<file path="config.mk">
export PLATFORM = sky130hd
export DESIGN_NAME = game_flow_controller
export DESIGN_NICKNAME = d
export VERILOG_FILES = /design/src/rtl/game_flow_pkg.sv /design/src/rtl/boss_attack_scheduler.sv /design/src/rtl/game_flow_controller.sv
export SDC_FILE = /design/constraint.sdc
export NUM_CORES = 1
export LEC_CHECK = 0
export CAP_MARGIN = 25
export CORE_AREA = 2 2 69 97
export DETAILED_ROUTE_END_ITERATION = 10
export DIE_AREA = 0 0 71 99
export PLACE_DENSITY = 0.72
export SLEW_MARGIN = 10
export SYNTH_ARGS = -nofsm -noshare
export SYNTH_HDL_FRONTEND = slang
export SYNTH_HIERARCHICAL = 1
export SYNTH_SLANG_ARGS = --single-unit
</file>
<file path="constraint.sdc">
create_clock -name Clk -period 2.8 [get_ports Clk]
set_input_delay 0.56 -clock Clk [delete_from_list [all_inputs] [get_ports Clk]]
set_output_delay 0.56 -clock Clk [all_outputs]
set_load 0.02 [all_outputs]
</file>
<file path="src/rtl/game_flow_pkg.sv">
// Shared game-flow types and USB keycodes.
// Latency: n/a. Backpressure: n/a.
package game_flow_pkg;

    typedef enum logic [2:0] {
        MENU      = 3'd0,
        INTRO     = 3'd1,
        PLAY      = 3'd2,
        PAUSE     = 3'd3,
        WIN       = 3'd4,
        GAME_OVER = 3'd5
    } game_state_t;

    localparam logic [7:0] KEY_START = 8'h28;
    localparam logic [7:0] KEY_PAUSE = 8'h13;

    // Zero is the "no key" code and must never produce a match.
    function automatic logic key_match(input logic [15:0] codes, input logic [7:0] key);
        return (key != 8'h00) && ((codes[7:0] == key) || (codes[15:8] == key));
    endfunction

endpackage

</file>
<file path="src/rtl/boss_attack_scheduler.sv">
// Boss special-attack window timer with elec_frame animation phase.
// Latency: outputs registered, update on the Clk after a qualifying tick.
// Backpressure: none; hold freezes all state, idle (neither run nor hold) clears it.
module boss_attack_scheduler #(
    parameter int ATTACK_PERIOD = 600,
    parameter int ATTACK_LEN    = 120,
    parameter int ELEC_DIV      = 8
) (
    input  logic Clk,
    input  logic Reset_n,
    input  logic tick,
    input  logic run,
    input  logic hold,
    output logic boss_special_attack,
    output logic elec_frame
);

    localparam int AW = $clog2(ATTACK_PERIOD + 1);
    localparam int LW = $clog2(ATTACK_LEN + 1);
    localparam int DW = $clog2(ELEC_DIV + 1);

    localparam logic [AW-1:0] A_LAST = AW'(ATTACK_PERIOD - 1);
    localparam logic [LW-1:0] L_LAST = LW'(ATTACK_LEN - 1);
    localparam logic [DW-1:0] D_LAST = DW'(ELEC_DIV - 1);

    logic [AW-1:0] acnt;
    logic [LW-1:0] lcnt;
    logic [DW-1:0] dcnt;

    always_ff @(posedge Clk or negedge Reset_n) begin
        if (!Reset_n) begin
            acnt                <= '0;
            lcnt                <= '0;
            dcnt                <= '0;
            boss_special_attack <= 1'b0;
            elec_frame          <= 1'b0;
        end else if (!run && !hold) begin
            acnt                <= '0;
            lcnt                <= '0;
            dcnt                <= '0;
            boss_special_attack <= 1'b0;
            elec_frame          <= 1'b0;
        end else if (run && tick) begin
            // The period counter keeps running through a window so starts stay evenly spaced.
            acnt <= (acnt == A_LAST) ? '0 : acnt + AW'(1);
            if (boss_special_attack) begin
                if (lcnt == L_LAST) begin
                    boss_special_attack <= 1'b0;
                    elec_frame          <= 1'b0;
                    lcnt                <= '0;
                    dcnt                <= '0;
                end else begin
                    lcnt <= lcnt + LW'(1);
                    if (dcnt == D_LAST) begin
                        dcnt       <= '0;
                        elec_frame <= ~elec_frame;
                    end else begin
                        dcnt <= dcnt + DW'(1);
                    end
                end
            end else if (acnt == A_LAST) begin
                boss_special_attack <= 1'b1;
                elec_frame          <= 1'b0;
                lcnt                <= '0;
                dcnt                <= '0;
            end
        end
    end

endmodule

</file>
<file path="src/rtl/game_flow_controller.sv">
// Game sequencer: vsync frame tick, key edge detect, MENU..GAME_OVER FSM, boss attack scheduling.
// Latency: frame_tick 3 Clk after vs rise; state/flags registered, 1 Clk after the deciding input.
// Backpressure: none; held keys give a single event, PAUSE freezes frame and attack counters.
module game_flow_controller
    import game_flow_pkg::*;
#(
    parameter int INTRO_FRAMES  = 180,
    parameter int OVER_FRAMES   = 300,
    parameter int ATTACK_PERIOD = 600,
    parameter int ATTACK_LEN    = 120,
    parameter int ELEC_DIV      = 8
) (
    input  logic        Clk,
    input  logic        Reset_n,
    input  logic        vs,
    input  logic [15:0] keycode,
    input  logic [3:0]  player_lives,
    input  logic [9:0]  boss_health,
    output game_state_t state,
    output logic        menu,
    output logic        intro,
    output logic        playing,
    output logic        paused,
    output logic        win,
    output logic        game_over,
    output logic        game_reset,
    output logic        frame_tick,
    output logic        boss_special_attack,
    output logic        elec_frame
);

    localparam int FMAX = (INTRO_FRAMES > OVER_FRAMES) ? INTRO_FRAMES : OVER_FRAMES;
    localparam int FW   = $clog2(FMAX + 1);

    localparam logic [FW-1:0] INTRO_LAST = FW'(INTRO_FRAMES - 1);
    localparam logic [FW-1:0] OVER_LAST  = FW'(OVER_FRAMES - 1);

    logic          vs_s1, vs_s2, vs_d;
    logic          start_prev, pause_prev;
    logic          start_now, pause_now, start_hit, pause_hit;
    logic [FW-1:0] fcnt;
    game_state_t   nxt;

    assign start_now = key_match(keycode, KEY_START);
    assign pause_now = key_match(keycode, KEY_PAUSE);
    assign start_hit = start_now && !start_prev;
    assign pause_hit = pause_now && !pause_prev;

    always_ff @(posedge Clk or negedge Reset_n) begin
        if (!Reset_n) begin
            vs_s1      <= 1'b0;
            vs_s2      <= 1'b0;
            vs_d       <= 1'b0;
            frame_tick <= 1'b0;
            start_prev <= 1'b0;
            pause_prev <= 1'b0;
        end else begin
            vs_s1      <= vs;
            vs_s2      <= vs_s1;
            vs_d       <= vs_s2;
            frame_tick <= vs_s2 && !vs_d;
            start_prev <= start_now;
            pause_prev <= pause_now;
        end
    end

    always_comb begin
        nxt = state;
        unique case (state)
            MENU:      if (start_hit) nxt = INTRO;
            INTRO:     if (start_hit || (frame_tick && fcnt == INTRO_LAST)) nxt = PLAY;
            PLAY: begin
                if (player_lives == 4'd0)      nxt = GAME_OVER;
                else if (boss_health == 10'd0) nxt = WIN;
                else if (pause_hit)            nxt = PAUSE;
            end
            PAUSE:     if (pause_hit) nxt = PLAY;
            WIN, GAME_OVER:
                       if (start_hit || (frame_tick && fcnt == OVER_LAST)) nxt = MENU;
            default:   nxt = MENU;
        endcase
    end

    always_ff @(posedge Clk or negedge Reset_n) begin
        if (!Reset_n) begin
            state      <= MENU;
            menu       <= 1'b1;
            intro      <= 1'b0;
            playing    <= 1'b0;
            paused     <= 1'b0;
            win        <= 1'b0;
            game_over  <= 1'b0;
            game_reset <= 1'b0;
            fcnt       <= '0;
        end else begin
            state      <= nxt;
            menu       <= (nxt == MENU);
            intro      <= (nxt == INTRO);
            playing    <= (nxt == PLAY);
            paused     <= (nxt == PAUSE);
            win        <= (nxt == WIN);
            game_over  <= (nxt == GAME_OVER);
            game_reset <= (state == MENU) && (nxt == INTRO);
            // Only timed states count; the terminal value always forces a state change, so no wrap is needed.
            if (nxt != state)
                fcnt <= '0;
            else if (frame_tick && (state == INTRO || state == WIN || state == GAME_OVER))
                fcnt <= fcnt + FW'(1);
        end
    end

    boss_attack_scheduler #(
        .ATTACK_PERIOD (ATTACK_PERIOD),
        .ATTACK_LEN    (ATTACK_LEN),
        .ELEC_DIV      (ELEC_DIV)
    ) u_sched (
        .Clk                 (Clk),
        .Reset_n             (Reset_n),
        .tick                (frame_tick),
        .run                 (state == PLAY),
        .hold                (state == PAUSE),
        .boss_special_attack (boss_special_attack),
        .elec_frame          (elec_frame)
    );

endmodule

</file>
==> results of run 1 <==
-- synth_stat cells (4+ instances only) --
cell type  number  area [um^2]
and2_1          6         37.5
nor4_1          4         25.0
a211o_2         4         40.0
xnor2_1         5         43.8
mux2i_1        11          110
nor2_1         18         67.6
clkbuf_1        6         22.5
xor2_1          7         61.3
o21ai_0        13         65.1
nand4_1        10         62.6
nand4b_1        4         35.0
and3_1          9         56.3
nor4bb_1        4         40.0
dfrtp_1        47         1180
nand2_1        18         67.6
or4_1          11         82.6
nor3b_1         6         45.0
ha_1            4         50.1
nor3_1          7         35.0
nand3_1        16         80.1
-- how the worst min path moves through the flow --
stage	startpoint	to	slack [ps]
after global routing	Reset_n	u_sched/dcnt[3]$_DFFE_PN0P_	320
after CTS	Reset_n	u_sched/dcnt[3]$_DFFE_PN0P_	290
after floorplan	Reset_n	fcnt[0]$_DFFE_PN0P_	260
after detailed placement	vs_s1$_DFF_PN0_	vs_s2$_DFF_PN0_	340
after global placement	vs_s1$_DFF_PN0_	vs_s2$_DFF_PN0_	340
final	Reset_n	u_sched/acnt[9]$_DFFE_PN0P_	270
-- report_power, final --
part / switching [mW] / internal [mW] / total, mW
Combinational: 0.214 / 0.202 / 0.416
Clock: 0.221 / 0.265 / 0.486
Sequential: 0.0365 / 0.728 / 0.764
-- cell type report --
| type | instances | area share (%) |
|---|---|---|
| Tap cell | 72 | 2.56 |
| Inverter | 3 | 0.320 |
| Sequential cell | 48 | 34.1 |
| Clock inverter | 2 | 0.994 |
| Multi-Input combinational cell | 220 | 44.6 |
| Timing Repair Buffer | 56 | 15.3 |
| Clock buffer | 6 | 2.06 |
-- registers in the layout, summed over array words and instances, names as in the netlist, 3 cells and up --
register      flops
u_sched/acnt     10
fcnt              9
u_sched/lcnt      7
u_sched/dcnt      4
state             3
-- logic make-up (layout without fill, tap and decap cells) --
group / Yosys count / after routing / synth area share, %
adder cells (fa/ha/maj): 4 / 4 / 1.76
AO/OA/AOI/OAI: 47 / 47 / 13.0
buffers and inverters: 13 / 67 / 2.63
multiplexers: 13 / 13 / 4.66
XOR/XNOR: 12 / 12 / 3.69
AND/OR/NAND/NOR: 144 / 144 / 32.1
flip-flops: 48 / 48 / 42.2
-- metal layers --
| metal | wire length [um] | track usage (%) | vias up |
|---|---|---|---|
| met1 | 2540 | 22.4 | 1209 |
| met3 | 170 | 3.37 | 9 |
| met5 | 0 | 0 | - |
| li1 | - | - | 1175 |
| met2 | 3620 | 36.4 | 39 |
| met4 | 57 | 5.66 | 0 |
-- placed cells by master (no fill, tap or decap), types with 5 or more instances in the layout --
master           synthesis  final
o21ai_0                 13     13
and3_1                   9      9
nand4_1                 10     10
clkbuf_8                 1      5
buf_4                    0     10
mux2i_1                 11     11
nand2_1                 18     18
nand3_1                 16     16
nor2_1                  18     18
nor3b_1                  6      6
xnor2_1                  5      5
dfrtp_1                 47     47
or4_1                   11     11
nor3_1                   7      7
clkdlybuf4s50_1          0     44
and2_1                   6      6
xor2_1                   7      7
-- critical path, delay by kind of cell --
kind / cells / cell delay, ps
and+or+nand+nor: 3 / 1110
buffers and inverters: 2 / 580
AOI/OAI and AO/OA: 3 / 440
==> run_results.csv, run 1 <==
group,metric,value,unit
status,outcome,"finished, final reports clean",
logic_synthesis,async_flop_share,100,%
placement,gp_congestion,0.861,
global_route,antenna_found_initial,0,
setup_path,critical_path.startpoint_type,"input port",
logic_synthesis,ys.flop_type,"dfrtp_1",
floorplan,chipHeight,99,um
sta,drv_slew,0,
detailed_routing,ant_nets,0,
setup_path,criticalPathCategory,"input port to flip-flop",
setup_path,endpoint_kind,"flip-flop",
detailed_routing,wl_per_cell,15.7,um
sta,setup_ws,301,ps
final_layout,final_area,3520,um^2
logic_synthesis,syn_nets,318,
sta,tightest_slew,625,ps
final_layout,nFillCells,533,
final_layout,drive_gt1_share,13.4,%
sta,hold_ws,272,ps
detailed_routing,drc,0,
logic_synthesis,synth_edf_count,0,
final_layout,layout.cells.non_filler,407,
clocking,htree_levels,2,
sta,fmax,400,MHz
setup_path,crit_start,"keycode[10]",
final_layout,finalNetCount,371,
final_layout,final_util,57.1,%
setup_path,path_max_fanout,16,
logic_synthesis,synth_warnings,6,
setup_path,endpoint,"intro$_DFF_PN0_",
power_and_ir_drop,power.density,473,nW/um^2
setup_path,cp_slowest_cell,"or4b_4",
setup_path,r2r-start,"state[0]$_DFF_PN0_",
clocking,cts_setup_buffers,0,
sta,rsz0062_at_grt,"false",
min_path,min_path_type,"input port to asynchronous set/reset pin",
logic_synthesis,ys_seq_area_share,42.2,%
clocking,insertion_delay,300,ps
clocking,postCtsHoldBufs,0,
sta,period_needed,2500,ps
floorplan,coreArea,6170,um^2
placement,placed_cells,399,
logic_synthesis,synthCells,281,
logic_synthesis,syn_avg_cell_area,10.1,um^2
logic_synthesis,ys_ff_latch,48,
logic_synthesis,yosys.cell_types.count,66,
clocking,clkTransAtPathRegs,90,ps
detailed_routing,wirelength,6380,um
floorplan,dieArea,7030,um^2
floorplan,start_util,46.2,%
floorplan,rows,34,
sta,slew_headroom,58.1,%
clocking,cts_buffers,5,
clocking,clockBufferDepth,2,
sta,hold_viol,0,
global_route,grt_pass1_vias,2432,
setup_path,cp.arrival,2710,ps
setup_path,r2r_cells,5,
clocking,cts_root_buf,"clkbuf_8",
detailed_routing,via_count,2432,
power_and_ir_drop,totalPowerFinal,1.67,mW
detailed_routing,drtIter0Drc,127,
floorplan,die-width,71,um
placement,dp_hpwl,4850,um
clocking,cts_resized,0,
sta,finClkSkew,10.1,ps
clocking,numClockSinks,48,
final_layout,regArea,1200,um^2
detailed_routing,via_per_inst,5.98,
setup_path,path_cells,"clkdlybuf4s50_1 > or3_1 > or4b_4 > a21oi_2 > o311ai_1 > o2111ai_4 > buf_12 > nor3b_1",
placement,port_buffers,45,
power_and_ir_drop,cellLeakagePower,1.50,nW
run,maxCapViolations,0,
final_layout,antenna_cells,0,
sta,fin_tns_setup,0,ps
placement,preCtsSetupSlack,-33.9,ps
sta,setup_viol,0,
setup_path,cp.required,3010,ps
global_route,overflow,0,
final_layout,multi_input_area,1570,um^2
placement,dpl-instance-area,3420,um^2
sta,finalCritPeriodShare,89.2,%
detailed_routing,first_pass_iters,4,
logic_synthesis,syn-cell-area,2850,um^2
power_and_ir_drop,ir_worst_vdd,0.290,mV
setup_path,max_stage_delay,530,ps
global_route,grt_max_degree,30,
setup_path,reg2reg_to,"u_sched/dcnt[2]$_DFFE_PN0P_",
clocking,cts_tree,"built",
final_layout,layout-area-overhead-vs-synth,23.7,%
global_route,grtUsageTotal,19.5,%
floorplan,top_level_ports,46,
setup_path,rrSetupSlack,460,ps
global_route,grt_pass1_wl,11100,um
Power figures use the tool's default switching activity.
==> inputs of run 2 (changes only) <==
==> constraint.sdc (replaced) <==
create_clock -name Clk -period 3.2 [get_ports Clk]
set_input_delay 0.64 -clock Clk [delete_from_list [all_inputs] [get_ports Clk]]
set_output_delay 0.64 -clock Clk [all_outputs]
set_load 0.02 [all_outputs]
==> run 2 against run 1 <==
Against the previous run: final area fell by 1.3%; routed wire length fell by 3.1%; sequential share of layout area rose by 0.44 points; setup slack improved by 220 ps; global-route usage fell by 0.67 points; flip-flop and latch count did not move; non-clock buffer count fell by 6; largest cell class unchanged; critical endpoint is now game_over$_DFF_PN0_; worst hold slack improved by 8.3 ps; largest power group unchanged; clock skew fell by 0.99 ps; highest routed layer unchanged.
==> run_results.csv, run 2 (synthesis results as in run 1) <==
group,metric,value,unit
detailed_routing,drtIter0Drc,225,
power_and_ir_drop,cellLeakagePower,1.47,nW
clocking,clkTransAtPathRegs,80,ps
setup_path,cp.arrival,2870,ps
detailed_routing,wl_per_cell,15.4,um
clocking,postCtsHoldBufs,0,
detailed_routing,highest_layer,"met4",
sta,slew_headroom,52.5,%
setup_path,criticalPathCategory,"input port to flip-flop",
floorplan,top_level_ports,46,
clocking,htree_levels,2,
floorplan,rows,34,
setup_path,path_max_fanout,16,
final_layout,antenna_cells,0,
sta,tightest_slew,707,ps
final_layout,layout.cells.non_filler,401,
final_layout,largest_reg_flops,10,
sta,hold_viol,0,
sta,drv_slew,0,
final_layout,final_util,56.4,%
sta,finClkSkew,9.14,ps
placement,port_buffers,45,
placement,preCtsSetupSlack,176,ps
global_route,grtUsageTotal,18.9,%
final_layout,most-common-layout-cells,"dfrtp_1, clkdlybuf4s50_1, nor2_1, nand2_1, nand3_1",
min_path,min_path_type,"input port to asynchronous set/reset pin",
clocking,cts_buffers,5,
setup_path,endpoint_kind,"flip-flop",
setup_path,critical_path.startpoint_type,"input port",
floorplan,die-width,71,um
placement,placed_cells,393,
clocking,cts_tree,"built",
global_route,grt_pass1_vias,2406,
power_and_ir_drop,power.density,411,nW/um^2
final_layout,largest-register,"u_sched/acnt",
placement,gp_congestion,0.912,
placement,dp_hpwl,4690,um
clocking,insertion_delay,300,ps
detailed_routing,first_pass_iters,4,
global_route,antenna_found_initial,0,
floorplan,start_util,46.2,%
floorplan,coreArea,6170,um^2
floorplan,chipHeight,99,um
floorplan,dieArea,7030,um^2
final_layout,final_area,3480,um^2
global_route,overflow,0,
detailed_routing,wirelength,6180,um
detailed_routing,via_per_inst,5.99,
detailed_routing,wl_met1,2530,um
sta,fin_tns_setup,0,ps
detailed_routing,met3WireLength,122,um
final_layout,mostFrequentLayoutCell,"dfrtp_1",
sta,rsz0062_at_grt,"false",
sta,setup_viol,0,
placement,dpl-instance-area,3370,um^2
detailed_routing,met2_length,3460,um
run,maxCapViolations,0,
detailed_routing,via_count,2400,
sta,fmax,373,MHz
final_layout,finalNetCount,365,
clocking,numClockSinks,48,
final_layout,top_regs,"u_sched/acnt (10), fcnt (9), u_sched/lcnt (7)",
setup_path,cp.required,3390,ps
status,outcome,"finished, final reports clean",
final_layout,drive_gt1_share,11.9,%
global_route,grt_pass1_wl,10800,um
clocking,cts_setup_buffers,0,
sta,period_needed,2680,ps
detailed_routing,ant_nets,0,
final_layout,layout-area-overhead-vs-synth,22.1,%
detailed_routing,drc,0,
sta,finalCritPeriodShare,83.8,%
clocking,cts_resized,0,
clocking,clockBufferDepth,2,
clocking,cts_root_buf,"clkbuf_8",
global_route,grt_max_degree,31,
power_and_ir_drop,ir_worst_vdd,0.266,mV
sta,setup_ws,520,ps
-- run 2: cell types whose count changed in the layout (fill, tap and decap cells not counted), sizes merged --
| cell | change |
|---|---|
| buf | -6 |
-- run 2: cell type report --
type	instances	area, um^2
Timing Repair Buffer	50	495
Clock inverter	2	35.0
Fill cell	528	2690
Tap cell	72	90.1
Multi-Input combinational cell	220	1570
Inverter	3	11.3
Sequential cell	48	1200
Clock buffer	6	72.6
-- run 2: path summary, 6_finish.rpt --
| check | start | end | slack [ps] | cells after the start |
|---|---|---|---|---|
| max reg2reg | state[2]$_DFF_PN0_ | u_sched/dcnt[2]$_DFFE_PN0P_ | 810 | 5 |
| min reg2reg | vs_s1$_DFF_PN0_ | vs_s2$_DFF_PN0_ | 360 | 0 |
| max | keycode[10] | game_over$_DFF_PN0_ | 520 | 7 |
| max in group asynchronous | Reset_n | menu$_DFF_PN1_ | 2340 | 2 |
| min | Reset_n | u_sched/lcnt[4]$_DFFE_PN0P_ | 280 | 1 |
| min in group Clk | vs_s1$_DFF_PN0_ | vs_s2$_DFF_PN0_ | 360 | 0 |
-- run 2: worst max-delay path: stages --
cell and delay, ps:
clkdlybuf4s50_1 390, or3_1 390, or4b_4 530, a21oi_2 160, or2b_2 150, o2111ai_4 300, and3b_1 300
-- run 2: metrics by stage --
| step | power (mW) | hold WS, ps |
|---|---|---|
| final | 1.43 | 281 |
| after global routing | 1.50 | 318 |
| after CTS | 1.45 | 290 |
| after detailed placement | 1.02 | 337 |
| after global placement | 1.01 | 339 |
| after floorplan | 0.890 | 331 |
-- run 2: where the power goes --
part	internal [mW]	total, mW	switching, mW
registers	0.637	0.674	0.0374
clock network	0.232	0.428	0.196
logic	0.155	0.327	0.172
-- run 2: per-layer routing --
metal / track usage [%] / vias to the layer above
met5: 0 / -
met4: 5.52 / 0
met3: 2.56 / 7
met2: 35.9 / 42
met1: 21.5 / 1192
li1: - / 1159
==> patch 1: new RTL, flow settings as in run 1 <==
The output `intro` loses its register stage (`intro` becomes a continuous assignment).
--- a/src/rtl/game_flow_controller.sv
+++ b/src/rtl/game_flow_controller.sv
@@ -87,3 +87,2 @@
             menu       <= 1'b1;
-            intro      <= 1'b0;
             playing    <= 1'b0;
@@ -97,3 +96,2 @@
             menu       <= (nxt == MENU);
-            intro      <= (nxt == INTRO);
             playing    <= (nxt == PLAY);
@@ -110,2 +108,4 @@
     end
+
+    assign intro = (nxt == INTRO);
 
Check against the original RTL: not equivalent (a bounded check fails within 4 cycles, from zero or initial values and one cycle with Reset_n low).
==> patch 1 against run 1 <==
Worst setup slack got worse by 0.25 ns; count of clock-buffer cells in the layout did not move; sequential cell count fell by 1; routed wire length rose by 5.9%; critical path type is now primary input to output pin; cell area rose by 3.6%; area after synthesis fell by 2.3%; power rose by 3.9%; maximum frequency fell by 9.0%; first-iteration DRC count rose by 42%.
==> patch 1: results (changes against run 1) <==
Status
  – Status: complete, no violations

Route
  – Drt via density: 5.743 (-3.9%)
  – WL met1: 2622 µm (+3.4%)
  – Met2 wire length: 3774 µm (+4.4%)
  – Vias: 2395 (-1.5%)

Setup path
  – Worst reg-to-reg setup slack: 0.37 ns (-0.09 ns)
  – R2R cell count: 11 (+6)
  – CP startpoint: keycode[14]
  – CP max-delay cell: or3_4
  – Crit path to: intro
  – FF-to-FF End: menu

GRT
  – Antenna violations before repair: 1 (+1)
  – GR Util met3: 0.03988 (+0.006135)
  – Vias in the first global route: 2547 (+4.7%)
  – GR Util met2: 0.3695 (+0.005032)
  – GR Layer Usage met1: 0.2275 (+0.003065)

Cells and area
  – Multi-input logic cell count: 209 (-5.0%)
  – ClkCell Share: 0.03326 (+0.002725)
  – N_diodes: 1 (+1)
  – Fillers: 531 (-0.38%)
  – FF+latch area: 0.001177 mm² (-2.1%)
  – Seq_cells: 47 (-2.1%)
  – Share of post-route cells with drive strength above 1: 0.2180 (+0.08369)

Placement
  – DP HPWL: 4890 µm (+0.87%)
  – RePlAce Congestion: 0.8676 (+0.72%)
  – Area after DPL: 0.003422 mm² (+0.18%)

Logic synthesis
  – Post-Synthesis Cells: 274 (-2.5%)
  – Largest cells by area after synthesis: dfrtp_1 41%, mux2i_1 3.6%, nand4_1 3.4%, nand4b_1 3.1%, nand3_1 2.5%
  – Post-synth cell types: 63 (-4.5%)
  – Syn Nets: 311 (-2.2%)

Power
  – Peak supply drop: 284.4 µV (-1.9%)
  – Comb group: 464 µW (+12%)
  – Static Leak: 0.001740 µW (+16%)

Clock network
  – Post-CTS resize count: 32 (+32)

STA
  – Hold_ws: 0.3264 ns (+0.05399 ns)
  – Skew final: 0.01193 ns (+0.001799 ns)
  – Rel. slew slack: 0.6042 (+0.02293)
patch 1: cell types whose count changed after synthesis, moves of 4 or more:
cell,run 1,this run
or4_1,11,0
nand4b_1,4,10
nand4_1,10,15
inv_1,3,7
nand2_1,18,14
nor2_1,18,14
patch 1: kinds of logic after synthesis:
logic type | after synthesis | synth area share
flops | 47 | 0.4231
fa+ha+maj | 4 | 0.01799
simple gates | 132 | 0.3067
xor+xnor | 12 | 0.03777
mux | 13 | 0.04811
compound gates | 48 | 0.1282
buf+inv | 18 | 0.03822
patch 1: worst reg2reg max path, cell delays in order (launching register included):
cell      delay (ns)
dfrtp_1         0.37
ha_1            0.17
nor4bb_1        0.27
buf_4           0.18
nand3_1         0.10
and3_1          0.20
mux2i_1         0.13
o211a_1         0.22
buf_4           0.12
buf_4           0.10
buf_4           0.23
nor3b_1         0.26
==> patch 2: new RTL, config.mk and constraints of run 1 <==
Made on the original files. The parameter `INTRO_FRAMES` goes from 180 to 90.
--- a/src/rtl/game_flow_controller.sv
+++ b/src/rtl/game_flow_controller.sv
@@ -6,3 +6,3 @@
 #(
-    parameter int INTRO_FRAMES  = 180,
+    parameter int INTRO_FRAMES  = 90,
     parameter int OVER_FRAMES   = 300,
Check against the original RTL: no difference found for any inputs over 10 cycles, from zero or initial values and one cycle with Reset_n low; that may be too few to reach the edited logic, so the function may still have changed.
==> patch 2 against run 1 <==
Sequential cell count unchanged; critical endpoint is now fcnt[1]; cell area shrank 7.0%; area after synthesis down 6.9%; worst setup slack gained 0.19 ns; count of clock-buffer cells in the layout fell by 1; critical path type unchanged; clock power rose by 4%; largest power group unchanged; synthesized cell count decreased by 7.1%; routed wire length decreased by 11%; power up 22%.
==> patch 2: results (changes against run 1) <==
Cells and area
  – Fillers: 552 (+3.6%)
  – Share of post-route cells with drive strength above 1: 0.1447 (+0.01037)
  – Post-Layout Cell Count: 383 (-5.9%)

Logic synthesis
  – Sequential fraction of the synthesis area: 0.4531 (+0.03104)
  – Post-Synth Adder-Cell Area: 0.02357 (+0.006007)
  – Synth cell count leaders: 47 x dfrtp_1, 26 x nor2_1, 15 x nand2_1
  – Post-Synthesis Cells: 261 (-7.1%)
  – Post-synth cell types: 68 (+3.0%)
  – Syn Nets: 299 (-6.0%)
  – Synth Area in Compound Gates: 0.1693 (+0.03926)
  – Multiplexer area fraction after synthesis: 0.008487 (-0.03807)

Route
  – Total wire length: 5695 µm (-11%)
  – Iteration-0 DRC Markers: 115 (-9.4%)
  – TritonRoute pass-1 iters: 5 (+1)

Power
  – Clock Power: 504 µW (+4%)
  – Total power: 2028 µW (+22%)
  – Comb group: 711 µW (+71%)
  – Switching Share: 0.3558 (+0.07242)

Setup path
  – FF-to-FF End: u_sched/lcnt[5]
  – CP max-delay cell: clkdlybuf4s50_1
  – Crit path to: fcnt[1]
  – Worst reg-to-reg setup slack: 0.61 ns (+0.15 ns)
  – CP startpoint: boss_health[1]

GRT
  – Global-route wire length before repair: 10040 µm (-9.7%)

STA
  – Hold_ws: 0.2078 ns (-0.06458 ns)
  – Setup ws final: 0.4872 ns (+0.1859 ns)

Placement
  – Area after DPL: 0.003167 mm² (-7.3%)
  – Pre-CTS setup slack: 0.1511 ns (+0.1851 ns)
  – RePlAce Congestion: 0.7997 (-7.2%)
  – DP Cell Count: 375 (-6.0%)
  – DP HPWL: 4294 µm (-11%)

Status
  – Status: complete, no violations
## patch 2: cell types whose count changed after synthesis, moves of 3 or more
cell      delta
mux2i_1     -11
or4_1       -10
nor2_1       +8
nand3_1      -6
clkbuf_1     -4
inv_1        +4
nor4bb_1     -4
a211oi_1     +3
nand2_1      -3
nand4_1      -3
nor3_2       +3
## patch 2: area by class of cell
| class | count | area [µm²] | area share |
|---|---|---|---|
| clock buffers | 5 | 68.82 | 0.02099 |
| inverters | 9 | 33.78 | 0.01031 |
| flip-flops and latches | 48 | 1202 | 0.3668 |
| multi-input cells | 198 | 1373 | 0.4187 |
| clock inverters | 3 | 42.54 | 0.01298 |
| well taps | 72 | 90.09 | 0.02748 |
| repair buffers | 48 | 467.9 | 0.1427 |
## patch 2: routing by layer
metal,vias to the layer above,share of wire,track usage
met1,1059,0.41,0.2046
met4,0,0.022,0.06821
met5,-,0,0
met2,53,0.53,0.3113
met3,12,0.035,0.03476
li1,1069,-,-
